==> src/rtl/viterbi_frame_ctrl_pkg.sv <==
// Shared types and constants for the Viterbi frame sequencer.
package viterbi_ctrl_pkg;

    typedef enum logic [2:0] {
        S_IDLE,
        S_CLEAR,
        S_RUN,
        S_TAIL,
        S_DRAIN,
        S_DONE
    } state_t;

    localparam int TAIL_SYMS_DEF   = 2;
    localparam int BYTE_W          = 8;
    localparam int MAX_DEC_LATENCY = 4;
    // Wide enough for 7 packer bits plus MAX_DEC_LATENCY payload tags in flight.
    localparam int FILL_W          = 4;

    typedef struct packed {
        logic xfer;
        logic payload;
    } tag_t;

endpackage

==> src/rtl/viterbi_frame_ctrl_if.sv <==
// Symbol, decoder and byte-stream handshake bundle of the frame sequencer.
interface viterbi_frame_ctrl_if;
    import viterbi_ctrl_pkg::*;

    logic              sym_valid;
    logic [1:0]        sym_data;
    logic              sym_ready;
    logic              dec_ready;
    logic [1:0]        dec_x_encoded;
    logic              dec_rst_n;
    logic              dec_out_bit;
    logic              out_valid;
    logic [BYTE_W-1:0] out_data;
    logic              out_ready;

    modport master (
        input  sym_valid, sym_data, dec_out_bit, out_ready,
        output sym_ready, dec_ready, dec_x_encoded, dec_rst_n, out_valid, out_data
    );

    modport slave (
        output sym_valid, sym_data, dec_out_bit, out_ready,
        input  sym_ready, dec_ready, dec_x_encoded, dec_rst_n, out_valid, out_data
    );

endinterface

==> src/rtl/viterbi_frame_ctrl_packer.sv <==
// Packs decoded bits LSB-first into bytes behind a single holding register.
module lsb_bit_packer
    import viterbi_ctrl_pkg::*;
(
    input  logic              clk,
    input  logic              rst,
    input  logic              bit_valid_i,
    input  logic              bit_i,
    input  logic              flush_i,
    input  logic              out_ready_i,
    output logic [FILL_W-1:0] fill_o,
    output logic              out_valid_o,
    output logic [BYTE_W-1:0] out_data_o
);

    logic [BYTE_W-2:0] shreg_q, shreg_d;
    logic [2:0]        bit_idx_q, bit_idx_d;
    logic [BYTE_W-1:0] hold_q, hold_d;
    logic              valid_q, valid_d;

    always_ff @(posedge clk or negedge rst) begin
        if (!rst) begin
            shreg_q   <= '0;
            bit_idx_q <= '0;
            hold_q    <= '0;
            valid_q   <= 1'b0;
        end else begin
            shreg_q   <= shreg_d;
            bit_idx_q <= bit_idx_d;
            hold_q    <= hold_d;
            valid_q   <= valid_d;
        end
    end

    always_comb begin
        shreg_d   = shreg_q;
        bit_idx_d = bit_idx_q;
        hold_d    = hold_q;
        valid_d   = valid_q;
        if (valid_q && out_ready_i) begin
            valid_d = 1'b0;
        end
        if (bit_valid_i) begin
            // The 8th bit goes straight to the holding register; upstream
            // backpressure guarantees it is free or being drained.
            if (bit_idx_q == 3'd7) begin
                hold_d    = {bit_i, shreg_q};
                valid_d   = 1'b1;
                shreg_d   = '0;
                bit_idx_d = '0;
            end else begin
                shreg_d[bit_idx_q] = bit_i;
                bit_idx_d          = bit_idx_q + 3'd1;
            end
        end else if (flush_i && (bit_idx_q != 3'd0) && (!valid_q || out_ready_i)) begin
            hold_d    = {1'b0, shreg_q};
            valid_d   = 1'b1;
            shreg_d   = '0;
            bit_idx_d = '0;
        end
    end

    assign fill_o      = {1'b0, bit_idx_q};
    assign out_valid_o = valid_q;
    assign out_data_o  = hold_q;

endmodule

==> src/rtl/viterbi_frame_ctrl.sv <==
// Per-frame sequencer for the K=3 Viterbi decoder: clear, stream payload, flush tail,
// drain the decoder pipeline and emit packed bytes.
//
//   state   | meaning
//   --------+-----------------------------------------------------------
//   IDLE    | waiting for start; no symbols accepted
//   CLEAR   | one-cycle decoder clear (dec_rst_n low)
//   RUN     | payload pairs streamed, gated by packer backpressure
//   TAIL    | TAIL_SYMS flush pairs, decoder output discarded
//   DRAIN   | wait for pipeline empty, pad and emit any partial byte
//   DONE    | one-cycle done pulse
module viterbi_frame_ctrl
    import viterbi_ctrl_pkg::*;
#(
    parameter int DEC_LATENCY = 1,
    parameter int TAIL_SYMS   = TAIL_SYMS_DEF,
    parameter int LEN_W       = 12
) (
    input  logic                 clk,
    input  logic                 rst,
    input  logic                 start,
    input  logic [LEN_W-1:0]     frame_len,
    output logic                 busy,
    output logic                 done,
    viterbi_frame_ctrl_if.master bus
);

    localparam int TW = (TAIL_SYMS > 1) ? $clog2(TAIL_SYMS) : 1;

    state_t            state_q, state_d;
    logic [LEN_W-1:0]  len_q, len_d;
    logic [LEN_W-1:0]  sym_cnt_q, sym_cnt_d;
    logic [TW-1:0]     tail_cnt_q, tail_cnt_d;
    logic              dec_rst_n_q;
    tag_t              pipe_q [DEC_LATENCY];
    tag_t              pipe_d [DEC_LATENCY];

    logic              sym_ready_c;
    logic              xfer;
    logic              flush_c;
    logic              pipe_busy;
    logic [FILL_W-1:0] inflight;
    logic [FILL_W-1:0] pk_fill;
    logic [FILL_W-1:0] fill_total;
    logic              pk_valid;

    assign xfer       = bus.sym_valid & sym_ready_c;
    assign fill_total = pk_fill + inflight;

    always_ff @(posedge clk or negedge rst) begin
        if (!rst) begin
            state_q     <= S_IDLE;
            len_q       <= '0;
            sym_cnt_q   <= '0;
            tail_cnt_q  <= '0;
            dec_rst_n_q <= 1'b0;
            for (int i = 0; i < DEC_LATENCY; i++) pipe_q[i] <= '0;
        end else begin
            state_q     <= state_d;
            len_q       <= len_d;
            sym_cnt_q   <= sym_cnt_d;
            tail_cnt_q  <= tail_cnt_d;
            dec_rst_n_q <= (state_d != S_CLEAR);
            for (int i = 0; i < DEC_LATENCY; i++) pipe_q[i] <= pipe_d[i];
        end
    end

    always_comb begin
        inflight  = '0;
        pipe_busy = 1'b0;
        for (int i = 0; i < DEC_LATENCY; i++) begin
            if (pipe_q[i].payload) inflight = inflight + FILL_W'(1);
            pipe_busy = pipe_busy | pipe_q[i].xfer;
        end
    end

    always_comb begin
        pipe_d[0].xfer    = xfer;
        pipe_d[0].payload = xfer && (state_q == S_RUN);
        for (int i = 1; i < DEC_LATENCY; i++) pipe_d[i] = pipe_q[i-1];
    end

    always_comb begin
        state_d     = state_q;
        len_d       = len_q;
        sym_cnt_d   = sym_cnt_q;
        tail_cnt_d  = tail_cnt_q;
        sym_ready_c = 1'b0;
        flush_c     = 1'b0;
        unique case (state_q)
            S_IDLE: begin
                if (start) begin
                    if (frame_len == '0) begin
                        state_d = S_DONE;
                    end else begin
                        len_d   = frame_len;
                        state_d = S_CLEAR;
                    end
                end
            end
            S_CLEAR: begin
                sym_cnt_d  = '0;
                tail_cnt_d = '0;
                state_d    = S_RUN;
            end
            S_RUN: begin
                // At most 7 payload bits may be committed while a byte is unclaimed.
                sym_ready_c = !pk_valid || (fill_total <= FILL_W'(6));
                if (xfer) begin
                    if (sym_cnt_q == len_q - LEN_W'(1)) begin
                        sym_cnt_d = '0;
                        state_d   = S_TAIL;
                    end else begin
                        sym_cnt_d = sym_cnt_q + LEN_W'(1);
                    end
                end
            end
            S_TAIL: begin
                sym_ready_c = 1'b1;
                if (xfer) begin
                    if (tail_cnt_q == TW'(TAIL_SYMS - 1)) begin
                        tail_cnt_d = '0;
                        state_d    = S_DRAIN;
                    end else begin
                        tail_cnt_d = tail_cnt_q + TW'(1);
                    end
                end
            end
            S_DRAIN: begin
                flush_c = !pipe_busy;
                if (!pipe_busy && (pk_fill == '0) && (!pk_valid || bus.out_ready)) begin
                    state_d = S_DONE;
                end
            end
            S_DONE: begin
                state_d = S_IDLE;
            end
            default: begin
                state_d = S_IDLE;
            end
        endcase
    end

    lsb_bit_packer u_packer (
        .clk         (clk),
        .rst         (rst),
        .bit_valid_i (pipe_q[DEC_LATENCY-1].payload),
        .bit_i       (bus.dec_out_bit),
        .flush_i     (flush_c),
        .out_ready_i (bus.out_ready),
        .fill_o      (pk_fill),
        .out_valid_o (pk_valid),
        .out_data_o  (bus.out_data)
    );

    assign bus.sym_ready     = sym_ready_c;
    assign bus.dec_ready     = xfer;
    assign bus.dec_x_encoded = bus.sym_data;
    assign bus.dec_rst_n     = dec_rst_n_q;
    assign bus.out_valid     = pk_valid;
    assign busy              = (state_q != S_IDLE);
    assign done              = (state_q == S_DONE);

endmodule

==> src/flat_wrapper.sv <==
// flat-port wrapper written by rule: the top's interface ports become plain ports
module viterbi_frame_ctrl_flat import viterbi_ctrl_pkg::*;
#(
    parameter int DEC_LATENCY = 1,
    parameter int TAIL_SYMS   = TAIL_SYMS_DEF,
    parameter int LEN_W       = 12
)
  (clk, rst, start, frame_len, busy, done, bus_sym_valid, bus_sym_data, bus_dec_out_bit, bus_out_ready, bus_sym_ready, bus_dec_ready, bus_dec_x_encoded, bus_dec_rst_n, bus_out_valid, bus_out_data);
  viterbi_frame_ctrl_if bus_i ();
  input  logic clk;
  input  logic rst;
  input  logic start;
  input  logic [LEN_W-1:0] frame_len;
  output logic busy;
  output logic done;
  input wire logic [$bits(bus_i.sym_valid)-1:0] bus_sym_valid;
  input wire logic [$bits(bus_i.sym_data)-1:0] bus_sym_data;
  input wire logic [$bits(bus_i.dec_out_bit)-1:0] bus_dec_out_bit;
  input wire logic [$bits(bus_i.out_ready)-1:0] bus_out_ready;
  output wire logic [$bits(bus_i.sym_ready)-1:0] bus_sym_ready;
  output wire logic [$bits(bus_i.dec_ready)-1:0] bus_dec_ready;
  output wire logic [$bits(bus_i.dec_x_encoded)-1:0] bus_dec_x_encoded;
  output wire logic [$bits(bus_i.dec_rst_n)-1:0] bus_dec_rst_n;
  output wire logic [$bits(bus_i.out_valid)-1:0] bus_out_valid;
  output wire logic [$bits(bus_i.out_data)-1:0] bus_out_data;
  assign bus_i.sym_valid = bus_sym_valid;
  assign bus_i.sym_data = bus_sym_data;
  assign bus_i.dec_out_bit = bus_dec_out_bit;
  assign bus_i.out_ready = bus_out_ready;
  assign bus_sym_ready = bus_i.sym_ready;
  assign bus_dec_ready = bus_i.dec_ready;
  assign bus_dec_x_encoded = bus_i.dec_x_encoded;
  assign bus_dec_rst_n = bus_i.dec_rst_n;
  assign bus_out_valid = bus_i.out_valid;
  assign bus_out_data = bus_i.out_data;
  viterbi_frame_ctrl #(.DEC_LATENCY(DEC_LATENCY), .TAIL_SYMS(TAIL_SYMS), .LEN_W(LEN_W)) u_core (.clk(clk), .rst(rst), .start(start), .frame_len(frame_len), .busy(busy), .done(done), .bus(bus_i));
endmodule
==> config.mk <==
export PLATFORM = sky130hd
export DESIGN_NAME = viterbi_frame_ctrl_flat
export DESIGN_NICKNAME = d
export VERILOG_FILES = /design/src/rtl/viterbi_frame_ctrl_pkg.sv /design/src/rtl/viterbi_frame_ctrl_if.sv /design/src/rtl/viterbi_frame_ctrl_packer.sv /design/src/rtl/viterbi_frame_ctrl.sv /design/src/flat_wrapper.sv
export SDC_FILE = /design/constraint.sdc
export NUM_CORES = 1
export LEC_CHECK = 0
export ABC_CLOCK_PERIOD_IN_PS = 3080
export CAP_MARGIN = 20
export CORE_MARGIN = 1
export CORE_UTILIZATION = 55
export CTS_CLUSTER_DIAMETER = 40
export CTS_CLUSTER_SIZE = 24
export DETAILED_ROUTE_END_ITERATION = 10
export PLACE_DENSITY = 0.79
export SYNTH_ARGS = -nofsm -noshare
export SYNTH_HDL_FRONTEND = slang
export SYNTH_SLANG_ARGS = --single-unit
==> constraint.sdc <==
create_clock -name clk -period 3.08 [get_ports clk]
set_clock_uncertainty 0.15 [all_clocks]
set_input_delay 0.616 -clock clk [delete_from_list [all_inputs] [get_ports clk]]
set_output_delay 0.616 -clock clk [all_outputs]
set_load 0.005 [all_outputs]
Word level (Yosys, flattened, before mapping)
Cells that the tools add are included.
- $add $sub $neg: 5
- magnitude comparators: 3
- eq/ne operators: 11
- mux-type cells: 33
- bitwise gates (word level): 2
- reductions and logical operators: 23
- operators by type and width (cell ; number):
    3-bit two-way mux ; 10
    12-bit two-way mux ; 2
    8-bit two-way mux ; 3
    12-bit one-hot mux with 2 select lines ; 1
    7-bit two-way mux ; 3
    3-bit one-hot mux with 5 select lines ; 1
    12-bit by 1-bit adder with 12-bit output (second input constant) ; 1
    12-bit == test ; 1
    12-bit zero test ; 1
    12-bit by 1-bit subtractor with 12-bit output (second input constant) ; 1
    3-bit == test (second input constant) ; 3
    1-bit two-way mux ; 9
    7-bit bitwise mux ; 1
    1-bit logical AND ; 7
    3-bit by 2-bit == test with 1-bit output (second input constant) ; 2
    2-bit AND reduction ; 3
    2-bit nonzero test ; 3
    3-bit nonzero test ; 2
    3-bit by 1-bit adder with 4-bit output ; 1
    4-bit by 3-bit less-or-equal comparator with 1-bit output (second input constant) ; 1
    4-bit zero test ; 1
    3-bit by 4-bit less-than comparator with 1-bit output (second input constant) ; 1
    2-bit by 1-bit != test with 1-bit output (second input constant) ; 2
    1-bit one-hot mux with 2 select lines ; 2
    13 further kinds ; 15
- flip-flop bits (word level): 50
- bits of input ports: 20
- output and inout bits: 16

Logic depth before layout (Yosys ltp)
- depth after elaboration: 9
- depth in mapped cells: 10

Cells and area by module
Synthesis repeated with hierarchy kept, for this count alone.
- cell total of the unflattened synthesis: 311
- area total of the unflattened synthesis: 3166.8 sq um
- modules (own cells, without submodules) (module ; times used ; cells each ; area an instance (sq um) ; seq. area each (sq um)):
    viterbi_frame_ctrl ; 1 ; 230 ; 2119.5 ; 775.7
    lsb_bit_packer ; 1 ; 81 ; 1047.3 ; 475.5

Worst setup path before layout
OpenSTA, ideal clock, no wires.
- kind: flip-flop to flip-flop
- start: register u_core.len_q[0]
- end: register u_core.sym_cnt_q[9]
- library setup time: 0.121 ns
- data arrival time: 2.213 ns
- setup slack: 0.596 ns
- cell stages (with the launch flop): 11
- buffers on the path: 1
- cells stage by stage: dfrtp_1 -> inv_1 -> ha_1 -> or2b_1 -> or4_1 -> o32ai_1 -> a31oi_1 -> o31ai_4 -> buf_6 -> o21ai_1 -> a22o_1
- cells in the longest elaborated chain, start to end: 5
- ends and longest elaborated chain (element ; RTL line ; source):
    from (decl) ; viterbi_frame_ctrl.sv:31 ; logic [LEN_W-1:0] len_q, len_d;
    from (signal assigned) ; viterbi_frame_ctrl.sv:60 ; len_q <= len_d;
    12-bit by 1-bit subtractor with 12-bit output ; viterbi_frame_ctrl.sv:110 ; if (sym_cnt_q == len_q - LEN_W'(1)) begin
    12-bit == test ; viterbi_frame_ctrl.sv:110 ;
    12-bit two-way mux ; viterbi_frame_ctrl.sv:110 ;
    12-bit two-way mux ; viterbi_frame_ctrl.sv:109 ; if (xfer) begin
    12-bit one-hot mux with 2 select lines ; viterbi_frame_ctrl.sv:90 ; unique case (state_q)
    to (signal assigned) ; viterbi_frame_ctrl.sv:61 ; sym_cnt_q <= sym_cnt_d;
    to (decl) ; viterbi_frame_ctrl.sv:32 ; logic [LEN_W-1:0] sym_cnt_q, sym_cnt_d;
No other way between the ends. The select of a mux whose other input is x is not followed.
A chain may end at the register's enable or synchronous reset.

Final worst setup path
- start: register u_core.pipe_q[0] (netlist name)
- end: output bus_sym_ready
- cells in the longest elaborated chain, start to end: 5
- ends and longest elaborated chain (element ; RTL line ; source):
    1-bit two-way mux ; viterbi_frame_ctrl.sv:72 ; if (pipe_q[i].payload) inflight = inflight + FILL_W'(1);
    3-bit by 1-bit adder with 4-bit output ; viterbi_frame_ctrl.sv:48 ; assign fill_total = pk_fill + inflight;
    4-bit by 3-bit less-or-equal comparator with 1-bit output ; viterbi_frame_ctrl.sv:108 ; sym_ready_c = !pk_valid || (fill_total <= FILL_W'(6));
    1-bit logical OR ; viterbi_frame_ctrl.sv:108 ;
    1-bit one-hot mux with 2 select lines ; viterbi_frame_ctrl.sv:90 ;
    to (decl) ; flat_wrapper.sv:20 ; output wire logic [$bits(bus_i.sym_ready)-1:0] bus_sym_ready;
No other way between the ends.

==> results.tsv <==
metric	value	unit
synth_area_per_cell	9.33	um^2
cts-root-buf	clkbuf_8	
drt_iter0_drc	197	
placedInstanceArea	3190	um^2
rows	25	
core-area	4850	um^2
post-route-util	0.699	
peakVddDrop	0.481	mV
setup_violations	0	
synth_cells	303	
grt-ovfl-total	0	
synth_cell_types	51	
crit_type	reg2out	
syn_area	2830	um^2
syn_nets	331	
fin_crit_sh	0.965	
ys_ff_latch	50	
dieArea	5430	um^2
cts_sinks	50	
final_cell_area	3390	um^2
hold_path.class	in2async	
fin_ws	0.107	ns
max_freq	0.336	GHz
clk_latency	0.32	ns
routed_wl	5.99	mm
drv_cap	0	
hpwl	4.04	mm
die_height	73.7	um
startpoint_type	flop	
async_reset_ff_frac	1.00	
cts_buffer_depth	2	
grt_pass1_vias	2207	
ctsHoldBuffers	0	
gp_congestion	0.851	
cp_max_fo	3	
vias	2383	
endpoint_kind	primary output	
vias_per_cell	5.74	
grt_max_degree	51	
hold_ws	0.228	ns
layout.nets	375	
antenna_cells	0	
p_leak	0.00149	uW
tightest_slew	0.960	ns
dr.pass1.iters	4	
syn2layout_area_growth	19.8	%
clk_pin_slew	0.10	ns
reg2reg_setup_slack	0.25	ns
max_slew_margin	0.359	
slew_violations	0	
fp.dieW	73.7	um
crit_required	2.31	ns
portBuffers	31	
pre_cts_slack	-0.0283	ns
synth_ff_type	dfrtp_1	
cts_buffers	5	
ant_nets	0	
drive_gt1_frac	0.141	
pin_count	36	
yosysSeqAreaShare	0.443	
wl_per_cell	14.4	um
fin_cells	415	
hold_violations	0	
status	finished clean	
powerDensity	828	nW/um^2
critPathArrivalTime	2.21	ns
cts-htree-levels	2	
antenna_found_initial	0	
grt_usage	0.241	
grt_pass1_wl	10.0	mm
drc_errors	0	
synth_edf_count	0	
start_util	0.583	
yosys_warnings	0	
min_period	2.97	ns
place_inst	395	
cts_tree	built	
==> flip-flops by register name, summed over array words and instances (netlist names) <==
register and cells:
u_core.u_packer.bit_idx_q 3, u_core.tail_cnt_q 1, u_core.len_q 12, u_core.bus.dec_rst_n 1
u_core.state_q 3, u_core.u_packer.out_valid_o 1, u_core.pipe_q 1, u_core.sym_cnt_q 12
u_core.pipe_busy 1, u_core.u_packer.shreg_q 7, u_core.u_packer.out_data_o 8
==> per-stage QoR <==
stage               total power (uW)  setup TNS, ns
floorplan                       1900              0
global placement                2230              0
detailed placement              2270        -0.0629
CTS                             2690              0
global route                    3010       -0.00116
finish                          2800              0
==> Yosys cell counts, drive strengths merged (2+ instances only) <==
cell type | instances | area share
a21oi | 9 | 0.016
a22o | 7 | 0.022
a31oi | 4 | 0.0089
and2 | 3 | 0.0066
and2b | 2 | 0.0058
and3 | 3 | 0.0066
and4 | 3 | 0.0093
buf | 4 | 0.013
clkbuf | 7 | 0.0093
dfrtp | 50 | 0.44
ha | 8 | 0.035
inv | 12 | 0.016
mux2 | 11 | 0.044
mux2i | 3 | 0.011
nand2 | 48 | 0.064
nand2b | 4 | 0.0089
nand3 | 16 | 0.028
nand4b | 2 | 0.0062
nor2 | 13 | 0.018
nor2b | 6 | 0.013
nor3 | 12 | 0.021
nor3b | 2 | 0.0053
nor4 | 6 | 0.013
nor4b | 3 | 0.0093
o21ai | 24 | 0.044
o21bai | 2 | 0.0053
o22ai | 2 | 0.0044
o31ai | 2 | 0.010
or2b | 3 | 0.0080
or3 | 4 | 0.011
or4 | 6 | 0.017
xnor2 | 6 | 0.019
xor2 | 6 | 0.019
==> power breakdown <==
| part | internal, uW | leakage [uW] | switching [uW] |
|---|---|---|---|
| Combinational | 655 | 0.000789 | 678 |
| Clock | 164 | 0.0000447 | 235 |
| Sequential | 841 | 0.000654 | 231 |
| Total | 1660 | 0.00149 | 1140 |
==> routing by layer <==
layer	vias up	global-route usage	wire length, um
met5	-	0	0
met4	0	0.0812	109
met3	11	0.0494	266
met2	66	0.371	2810
met1	1134	0.339	2810
li1	1172	-	-
==> worst max-delay path, cell delays in order, from the launching register on <==
cell,delay [ns]
dfrtp_2,0.44
buf_4,0.15
ha_1,0.30
nand2b_1,0.16
o21ai_2,0.15
nand3_2,0.10
and2_1,0.16
clkdlybuf4s50_1,0.44
==> path summary, 6_finish.rpt <==
| kind | from | to | depth (start not counted) |
|---|---|---|---|
| worst max-delay path | u_core.pipe_q[0] | bus_sym_ready | 7 |
| worst min-delay path | rst | u_core.u_packer.out_data_o[2] | 2 |
| worst max register to register | u_core.pipe_q[0] | u_core.sym_cnt_q[0] | 8 |
| worst min register to register | u_core.u_packer.shreg_q[4] | u_core.u_packer.out_data_o[4] | 2 |
| max in group asynchronous | rst | u_core.pipe_q[0] | 2 |
| min in group clk | u_core.u_packer.shreg_q[4] | u_core.u_packer.out_data_o[4] | 2 |
==> placed cells by master, fill, tap and decap left out, types with 3 or more instances in the layout <==
cell / netlist / layout
inv_1: 12 / 12
a31oi_1: 4 / 4
mux2i_1: 3 / 3
xnor2_1: 6 / 6
a22o_1: 7 / 7
clkbuf_8: 0 / 5
or4_1: 5 / 5
and2_1: 3 / 3
ha_1: 8 / 8
mux2_2: 11 / 11
and4_1: 3 / 3
nand3_1: 16 / 15
nor3_1: 12 / 12
o21ai_0: 20 / 19
nand2b_1: 4 / 4
nor4b_1: 3 / 3
clkdlybuf4s50_1: 0 / 29
xor2_1: 6 / 6
nor2_1: 12 / 12
buf_4: 2 / 17
a21oi_1: 9 / 9
nor2b_1: 6 / 6
or2b_1: 3 / 3
o21ai_1: 3 / 3
dfrtp_1: 50 / 48
and3_1: 3 / 3
nand2_1: 48 / 48
or3_1: 3 / 3
nor4_1: 6 / 6
==> cell families after synthesis <==
group,after synthesis,share of synthesized area
compound gates,57,0.131
xor+xnor,12,0.0372
fa+ha+maj,8,0.0354
buf+inv,23,0.0385
flops,50,0.443
mux,14,0.0544
simple gates,139,0.260
==> cell type report <==
| cell class | count | area (um^2) |
|---|---|---|
| multi-input combinational | 230 | 1480 |
| fill | 380 | 1460 |
| sequential | 50 | 1250 |
| timing repair buffer | 48 | 435 |
| tap | 67 | 83.8 |
| clock buffer | 5 | 68.8 |
| inverter | 12 | 45.0 |
| clock inverter | 3 | 25.0 |
==> repair_timing <==
item,4_1_cts,5_1_grt
gates resized for setup,3,3
pin swaps,0,2
endpoints found under the setup margin,2,3
setup buffers,3,8
No activity file was read; power rests on OpenSTA's default activity.
